`src/rtl/main_control_fsm.sv`:
```
// main_control_fsm -- multicycle control unit for a small 16-bit datapath.
//
// Purpose:
//   Sequences each instruction through FETCH / DECODE / execute / writeback
//   states. It drives the datapath mux selects and write enables, counts
//   retired instructions, flags the illegal opcode, and stops in HALT.
//
// Configuration macro:
//   MEM_WAIT_EN -- when defined, adds FWAIT and MRDW for a synchronous memory
//                  with one cycle of read latency. When undefined, both
//                  states are unreachable.
//
// Ports:
//   clock, reset             rising-edge clock; asynchronous active-high reset
//   enable                   run/stall; low freezes state and counter
//   opcode[2:0]              IR[15:13] from the datapath
//   ALUOp, ALUSrcB, PCSource 2-bit ALU class / ALU B select / PC source
//   RegDst .. ALUSrcA        1-bit datapath controls
//   state[3:0]               current state code (debug)
//   halted                   high in HALT
//   illegal_op               sticky; set when opcode 110 is decoded
//   instr_retired[15:0]      completed-instruction count; wraps
//
// Handshake: this block has no valid/ready interfaces. enable acts as a
// level-sensitive stall qualifier. While enable is low, no state advances,
// and every side-effecting strobe (PCWrite, PCWriteCond, RegWrite, IRWrite,
// MemWrite, MemRead) is held at 0. The mux selects keep showing the current
// state's values.
module main_control_fsm (
  input  logic        clock,
  input  logic        reset,
  input  logic        enable,
  input  logic [2:0]  opcode,
  output logic [1:0]  ALUOp,
  output logic [1:0]  ALUSrcB,
  output logic [1:0]  PCSource,
  output logic        RegDst,
  output logic        MemtoReg,
  output logic        MemRead,
  output logic        MemWrite,
  output logic        IorD,
  output logic        RegWrite,
  output logic        IRWrite,
  output logic        PCWrite,
  output logic        PCWriteCond,
  output logic        ALUSrcA,
  output logic [3:0]  state,
  output logic        halted,
  output logic        illegal_op,
  output logic [15:0] instr_retired
);

  typedef enum logic [3:0] {
    S_FETCH = 4'd0,  S_FWAIT = 4'd1,  S_DECODE = 4'd2, S_MADDR = 4'd3,
    S_MRD   = 4'd4,  S_MRDW  = 4'd5,  S_MWB    = 4'd6, S_MWR   = 4'd7,
    S_REXE  = 4'd8,  S_RWB   = 4'd9,  S_BEQ    = 4'd10, S_JMP  = 4'd11,
    S_IEXE  = 4'd12, S_IWB   = 4'd13, S_HALT   = 4'd14
  } state_t;

  typedef struct packed {
    logic [1:0] alu_op;
    logic [1:0] alu_src_b;
    logic [1:0] pc_source;
    logic       reg_dst;
    logic       mem_to_reg;
    logic       mem_read;
    logic       mem_write;
    logic       ior_d;
    logic       reg_write;
    logic       ir_write;
    logic       pc_write;
    logic       pc_write_cond;
    logic       alu_src_a;
  } ctrl_t;

  localparam logic [2:0] OP_R    = 3'b000;
  localparam logic [2:0] OP_LW   = 3'b001;
  localparam logic [2:0] OP_SW   = 3'b010;
  localparam logic [2:0] OP_BEQ  = 3'b011;
  localparam logic [2:0] OP_J    = 3'b100;
  localparam logic [2:0] OP_ADDI = 3'b101;
  localparam logic [2:0] OP_ILL  = 3'b110;
  localparam logic [2:0] OP_HALT = 3'b111;

  // Full control word for each state. Anything not set here stays 0.
  function automatic ctrl_t decode_ctrl(input state_t s);
    ctrl_t c;
    c = '0;
    case (s)
      S_FETCH: begin
        c.mem_read = 1'b1;
`ifndef MEM_WAIT_EN
        c.ir_write  = 1'b1;
        c.pc_write  = 1'b1;
        c.alu_src_b = 2'b01;
`endif
      end
      // IR capture and the PC+1 update wait for the read data to arrive.
      S_FWAIT: begin
        c.mem_read  = 1'b1;
        c.ir_write  = 1'b1;
        c.pc_write  = 1'b1;
        c.alu_src_b = 2'b01;
      end
      S_DECODE: c.alu_src_b = 2'b11;
      S_MADDR: begin
        c.alu_src_a = 1'b1;
        c.alu_src_b = 2'b10;
      end
      S_MRD, S_MRDW: begin
        c.mem_read = 1'b1;
        c.ior_d    = 1'b1;
      end
      S_MWB: begin
        c.reg_write  = 1'b1;
        c.mem_to_reg = 1'b1;
        c.ior_d      = 1'b1;
        c.mem_read   = 1'b1;
      end
      S_MWR: begin
        c.mem_write = 1'b1;
        c.ior_d     = 1'b1;
      end
      S_REXE: begin
        c.alu_src_a = 1'b1;
        c.alu_op    = 2'b10;
      end
      S_RWB: begin
        c.reg_write = 1'b1;
        c.reg_dst   = 1'b1;
      end
      S_BEQ: begin
        c.alu_src_a     = 1'b1;
        c.alu_op        = 2'b01;
        c.pc_write_cond = 1'b1;
        c.pc_source     = 2'b01;
      end
      S_JMP: begin
        c.pc_write  = 1'b1;
        c.pc_source = 2'b10;
      end
      S_IEXE: begin
        c.alu_src_a = 1'b1;
        c.alu_src_b = 2'b10;
      end
      S_IWB:   c.reg_write = 1'b1;
      default: c = '0;
    endcase
    return c;
  endfunction

  state_t      state_q, state_d;
  ctrl_t       ctrl_q, ctrl_d;
  logic        halted_q, halted_d;
  logic        illegal_q, illegal_d;
  logic [15:0] retired_q, retired_d;

  always_comb begin
    state_d   = state_q;
    illegal_d = illegal_q;
    retired_d = retired_q;
    if (enable) begin
      case (state_q)
`ifdef MEM_WAIT_EN
        S_FETCH: state_d = S_FWAIT;
`else
        S_FETCH: state_d = S_DECODE;
`endif
        S_FWAIT: state_d = S_DECODE;
        S_DECODE: begin
          case (opcode)
            OP_LW, OP_SW: state_d = S_MADDR;
            OP_R:         state_d = S_REXE;
            OP_BEQ:       state_d = S_BEQ;
            OP_J:         state_d = S_JMP;
            OP_ADDI:      state_d = S_IEXE;
            OP_HALT:      state_d = S_HALT;
            OP_ILL: begin
              state_d   = S_FETCH;
              illegal_d = 1'b1;
            end
            default:      state_d = S_FETCH;
          endcase
        end
        S_MADDR: state_d = (opcode == OP_LW) ? S_MRD : S_MWR;
`ifdef MEM_WAIT_EN
        S_MRD:   state_d = S_MRDW;
`else
        S_MRD:   state_d = S_MWB;
`endif
        S_MRDW:  state_d = S_MWB;
        S_MWB, S_MWR, S_RWB, S_BEQ, S_JMP, S_IWB: state_d = S_FETCH;
        S_REXE:  state_d = S_RWB;
        S_IEXE:  state_d = S_IWB;
        S_HALT:  state_d = S_HALT;
        default: state_d = S_FETCH;
      endcase
      // FETCH never loops on itself, so entering FETCH marks one retirement.
      if (state_d == S_FETCH) retired_d = retired_q + 16'd1;
    end
    ctrl_d   = decode_ctrl(state_d);
    halted_d = (state_d == S_HALT);
  end

  always_ff @(posedge clock or posedge reset) begin
    if (reset) begin
      state_q   <= S_FETCH;
      ctrl_q    <= decode_ctrl(S_FETCH);
      halted_q  <= 1'b0;
      illegal_q <= 1'b0;
      retired_q <= 16'd0;
    end else begin
      state_q   <= state_d;
      ctrl_q    <= ctrl_d;
      halted_q  <= halted_d;
      illegal_q <= illegal_d;
      retired_q <= retired_d;
    end
  end

  // Strobes are gated by enable so that a stall has no side effects.
  // The registered word is left untouched, so on resume the state's full
  // output set appears again.
  assign ALUOp         = ctrl_q.alu_op;
  assign ALUSrcB       = ctrl_q.alu_src_b;
  assign PCSource      = ctrl_q.pc_source;
  assign RegDst        = ctrl_q.reg_dst;
  assign MemtoReg      = ctrl_q.mem_to_reg;
  assign IorD          = ctrl_q.ior_d;
  assign ALUSrcA       = ctrl_q.alu_src_a;
  assign MemRead       = ctrl_q.mem_read      & enable;
  assign MemWrite      = ctrl_q.mem_write     & enable;
  assign RegWrite      = ctrl_q.reg_write     & enable;
  assign IRWrite       = ctrl_q.ir_write      & enable;
  assign PCWrite       = ctrl_q.pc_write      & enable;
  assign PCWriteCond   = ctrl_q.pc_write_cond & enable;
  assign state         = state_q;
  assign halted        = halted_q;
  assign illegal_op    = illegal_q;
  assign instr_retired = retired_q;

endmodule

```
`config.mk`:
```
export PLATFORM = sky130hd
export DESIGN_NAME = main_control_fsm
export DESIGN_NICKNAME = d
export VERILOG_FILES = /design/src/rtl/main_control_fsm.sv
export SDC_FILE = /design/constraint.sdc
export NUM_CORES = 1
export LEC_CHECK = 0
export ABC_AREA = 1
export ABC_CLOCK_PERIOD_IN_PS = 1300
export BUFFER_PORTS_ARGS = -buffer_cell sky130_fd_sc_hd__buf_2
export CAP_MARGIN = 40
export CORE_MARGIN = 2
export CORE_UTILIZATION = 35
export CTS_CLUSTER_DIAMETER = 120
export DETAILED_ROUTE_END_ITERATION = 8
export SYNTH_ARGS = -nofsm -noshare
export SYNTH_HDL_FRONTEND = slang
export SYNTH_SLANG_ARGS = --single-unit
export TNS_END_PERCENT = 1
```
`constraint.sdc`:
```
create_clock -name clock -period 1.3 [get_ports clock]
set_input_delay 0.195 -clock clock [delete_from_list [all_inputs] [get_ports clock]]
set_output_delay 0.195 -clock clock [all_outputs]
set_load 0.05 [all_outputs]
```
=== Word level (Yosys, flattened, before mapping) ===
Index checks and enable logic that the tools add are counted.

* Add/subtract/negate cells: 1
* Equality and inequality tests: 29
* Muxes and demuxes: 18
* Bitwise gates (word level): 6
* Reduce and logical (&&, ||, !) cells: 16

{| class="wikitable"
|+ Operators by type and width
! operator !! count
|-
| 4-bit one-hot mux with 7 select lines || 2
|-
| 4-bit equality test, second input constant || 10
|-
| 4-bit by 3-bit equality test with 1-bit output, second input constant || 6
|-
| 16-bit by 1-bit adder with 16-bit output, second input constant || 1
|-
| 4-bit by 2-bit equality test with 1-bit output, second input constant || 4
|-
| 3-bit equality test, second input constant || 4
|-
| 4-bit logical NOT || 3
|-
| 1-bit two-way mux || 10
|-
| 2-bit OR reduction || 5
|-
| 4-bit by 1-bit equality test with 1-bit output, second input constant || 2
|-
| 4-bit two-way mux || 2
|-
| 2-bit one-hot mux with 2 select lines || 2
|-
| 4-bit OR reduction || 2
|-
| 1-bit AND || 6
|-
| 3-bit by 2-bit equality test with 1-bit output, second input constant || 2
|-
| 2-bit one-hot mux with 3 select lines || 1
|-
| 3-bit OR reduction || 2
|-
| 5-bit OR reduction || 1
|-
| 3-bit by 1-bit equality test with 1-bit output, second input constant || 1
|-
| 3-bit logical NOT || 1
|-
| 3-bit AND reduction || 1
|-
| 2-bit two-way mux || 1
|-
| 2-bit AND reduction || 1
|}

* Bits in registers: 38
* Bits of input ports: 6
* Output and inout port bits: 38

=== Depth between registers and ports, before layout ===
* Depth after elaboration: 9
* Gate-level depth with buffers: 12
* Mapped depth without buffers: 11

=== Least setup slack after synthesis ===
No wires, ideal clock.

* Path type: flip-flop to flip-flop
* Start point: register state_q[3] (netlist: state[3])
* End point: register retired_q[7] (netlist: instr_retired[7])
* Arrival time: 1.657 ns
* Required time: 1.182 ns
* Setup slack: -0.475 ns
* Stages on the path, launching flop included: 11
* Path buffers: 1
* Clock period less this slack: 1.775 ns
* Cell sequence: dfrtp_1 > inv_2 > nand2_2 > nor2_1 > nor2_1 > nand2_1 > nor2_4 > nand2_4 > buf_4 > nand2_1 > nand2_1

* Longest elaborated chain between the ends: 6
* Elaborated cells on any way between the ends: 15
* Classes of those cells: eq/ne (8); mux (2); reduce/logical (5)

{| class="wikitable"
|+ Ends and longest elaborated chain
! what !! RTL line !! source
|-
| start: declaration || 152 || <nowiki>state_t state_q, state_d;</nowiki>
|-
| start signal: assignment || 213 || <nowiki>state_q <= state_d;</nowiki>
|-
| 4-bit by 3-bit equality test with 1-bit output, or another cell as far along || 163 || <nowiki>case (state_q)</nowiki>
|-
| 2-bit OR reduction (no source line) || -- ||
|-
| 4-bit one-hot mux with 7 select lines * || 163 ||
|-
| 4-bit two-way mux * || 162 || <nowiki>if (enable) begin</nowiki>
|-
| 4-bit logical NOT * || 199 || <nowiki>if (state_d == S_FETCH) retired_d = retired_q + 16'd1;</nowiki>
|-
| 2-bit AND reduction (no source line) * || -- ||
|-
| end signal: assignment || 217 || <nowiki>retired_q <= retired_d;</nowiki>
|-
| end: declaration || 156 || <nowiki>logic [15:0] retired_q, retired_d;</nowiki>
|}

Mark *: on every way between the ends. The rest lies on a longest branch, timed or not. The select of a mux whose other input is x is not followed.
A chain may end at the register's enable or synchronous reset.

=== Worst setup path after layout ===
* Start point: register state_q[0] (netlist: state[0])
* End point: register retired_q[15] (netlist: instr_retired[15])

Same word-level chain as after synthesis.

==> flow_summary_export.csv <==
group,metric,value,unit
cells_and_area,final_cell_count_no_fill,416,
power,intPower,3.29,mW
cells_and_area,nNetsFinal,350,
synth,ys_ff_latch,36,
placement,hpwl,3.47,mm
power,vdd_ir_drop_max,0.00105,V
clock_tree,cts_root_buf,"clkbuf_8",
die,design.die.area,6280,µm²
clock_tree,path_clk_slew,0.07,ns
placement,preCtsSetupSlack,-0.246,ns
sta,setup_ws,-0.278,ns
power,leakage,1.51,nW
sta,finalCritPeriodShare,1.21,
sta,rsz0062_at_grt,"yes",
die,core-area,5470,µm²
synth,synth_nets,266,
sta,setup_violations,33,
routing,drtIter0Drc,65,
min_path,min_path_type,"input port to register",
synth,yosys.cell_types.count,25,
sta,period_needed,1.58,ns
setup_path,reg2reg_depth,10,
power,p_sw,3.21,mW
setup_path,cp_max_fo,7,
clock_tree,cts_made_buffers,5,
clock_tree,ctsHtreeMaxLevel,2,
job,cap_violations,0,
synth,synth_top_area_share,0.404,
setup_path,arrival,1.79,ns
power,finalPower,6.50,mW
sta,final_hold_viol_count,0,
grt,grt-ovfl-total,0,
min_path,hold_start,"enable",
sta,skew,0.00507,ns
synth,synth_area,1980,µm²
synth,avgSynthCellArea,7.65,µm²
routing,wl_per_cell,11.3,µm
grt,grt_start_max_net_pins,37,
min_path,whs_endpoint,"illegal_op",
grt,grt_pass1_vias,1788,
cells_and_area,antenna_cells,0,
cells_and_area,area_growth,41.7,%
sta,tns,-6.37,ns
synth,synth_area_leader_cell,"dfrtp_1",
cells_and_area,fillers,546,
power,power_density,2320,nW/µm²
outcome,status,"finished, violations left",
clock_tree,cts.sinks,36,
placement,portBuffers,43,
power,p_clk_frac,0.134,
sta,max_freq,634,MHz
routing,viasPerCell,4.37,
die,start_util,0.362,
die,boundaryPins,44,
setup_path,cp-end-kind,"register",
setup_path,r2r_slack,-0.28,ns
synth,yosys_warnings,0,
clock_tree,cts_buffer_depth,2,
setup_path,critPathKind,"register to register",
power,comb_power_share,0.598,
routing,antenna_left,0,
routing,vias,1819,
sta,slew_violations,0,
setup_path,crit_required,1.51,ns
placement,gp_congestion,0.877,
synth,synth_cells,259,
synth,yosys-top-cells-area,"dfrtp_1 (40%), nand2_1 (17%), nor2_1 (6.1%)",
sta,slew_headroom,0.803,
outcome,violations,"setup timing",
power,swShare,0.494,
clock_tree,tritoncts,"yes",
sta,tightest_slew,0.294,ns
setup_path,timing.rr.end,"instr_retired[15]",
grt,grt_antenna_before_repair,0,
die,die_h,79.2,µm
cells_and_area,final_cell_mix,"nand2_1 (75), buf_4 (42), buf_2 (36), nor2_1 (26), dfrtp_1 (24)",
clock_tree,clk_latency,0.29,ns
routing,drt_pass1_iterations,4,
routing,drc,0,
die,row_count,27,
cells_and_area,fin_util,0.513,
placement,dp_cells,401,
min_path,worstHoldPathCells,2,
power,seqPwrFrac,0.268,
grt,grt.total_usage,0.161,
cells_and_area,final_layout_size_suffix_gt1_frac,0.445,
synth,yosysSeqAreaShare,0.457,
setup_path,reg2reg_from,"state[0]",
cells_and_area,final_common_cell,"nand2_1",
die,die_w,79.2,µm
setup_path,crit_path_start_kind,"register",
routing,routed_wl,4.72,mm
grt,grt_pass1_wl,8.02,mm
power by group through the flow:
stage | logic [mW] | clock network [mW] | registers, mW
2_1_floorplan | 1.83 | 0 | 2.47
3_3_place_gp | 3.47 | 0 | 1.74
3_5_place_dp | 3.48 | 0 | 1.75
4_1_cts | 3.73 | 0.912 | 1.74
5_1_grt | 4.19 | 0.957 | 1.79
6_report | 3.89 | 0.869 | 1.74
sequential cells by signal (all words and copies together), names as in the netlist, 2 cells and up:
name	cells
ALUSrcB	2
ctrl_q	6
instr_retired	16
state	4
through the flow:
step	hold slack, ns	instance area (µm²)
finish	0.274	2810
global route	0.279	2810
CTS	0.245	2740
detailed placement	0.258	2530
global placement	0.255	2530
floorplan	0.358	2000
worst max-delay path by stage:
stage	start	cells after the start	endpoint
finish	state[0]	10	instr_retired[15]
global route	state[0]	10	instr_retired[6]
CTS	state[3]	9	instr_retired[0]
detailed placement	state[3]	10	instr_retired[4]
global placement	state[3]	9	ctrl_q[4]
floorplan	state[3]	10	instr_retired[7]
per-layer routing:
metal  share of wire  GRT usage
met1            0.48      0.220
met2            0.47      0.259
met3           0.034     0.0295
met4           0.012     0.0517
met5               0          0
logic make-up (layout without fill, tap and decap cells):
kind of cell               Yosys count  after routing  synth area share
and+or+nand+nor                    156            156             0.334
buffers and inverters               39            124            0.0941
DFF                                 36             36             0.457
xor gates and xnor gates            15             15            0.0663
AOI/OAI and AO/OA                   12             12            0.0417
adders and majority gates            1              1           0.00632
synthesized netlist by cell type (all sizes together):
| library cell | instances |
|---|---|
| nand2 | 95 |
| clkbuf | 1 |
| a31o | 1 |
| dfrtp | 32 |
| nand3 | 20 |
| nor3 | 5 |
| and2 | 1 |
| o21ai | 10 |
| xnor2 | 7 |
| ha | 1 |
| xor2 | 8 |
| buf | 8 |
| nor2 | 35 |
| inv | 30 |
| a21oi | 1 |
| dfstp | 4 |
area by class of cell:
class / instances / area (µm²) / share of cell area
flip-flops and latches: 36 / 916 / 0.326
clock buffers: 8 / 100 / 0.0357
repair buffers: 86 / 602 / 0.214
well taps: 72 / 90.1 / 0.0321
multi-input cells: 184 / 973 / 0.347
inverters: 30 / 125 / 0.0446
critical path: stages (launching register included):
cell and delay, ns:
dfrtp_2 0.43, inv_2 0.07, nand2_2 0.09, o21ai_1 0.08
nor2_1 0.17, nand2_2 0.10, nor2_4 0.11, nand2_4 0.11
buf_4 0.15, buf_4 0.12, o21ai_2 0.09
repair_timing:
item,4_1_cts,5_1_grt
pin swaps,6,4
endpoints found under the setup margin,36,42
hold buffers,1,0
endpoints found under the hold margin,32,0
gates resized for setup,27,20
setup buffers,4,2
Power figures use the tool's default switching activity.
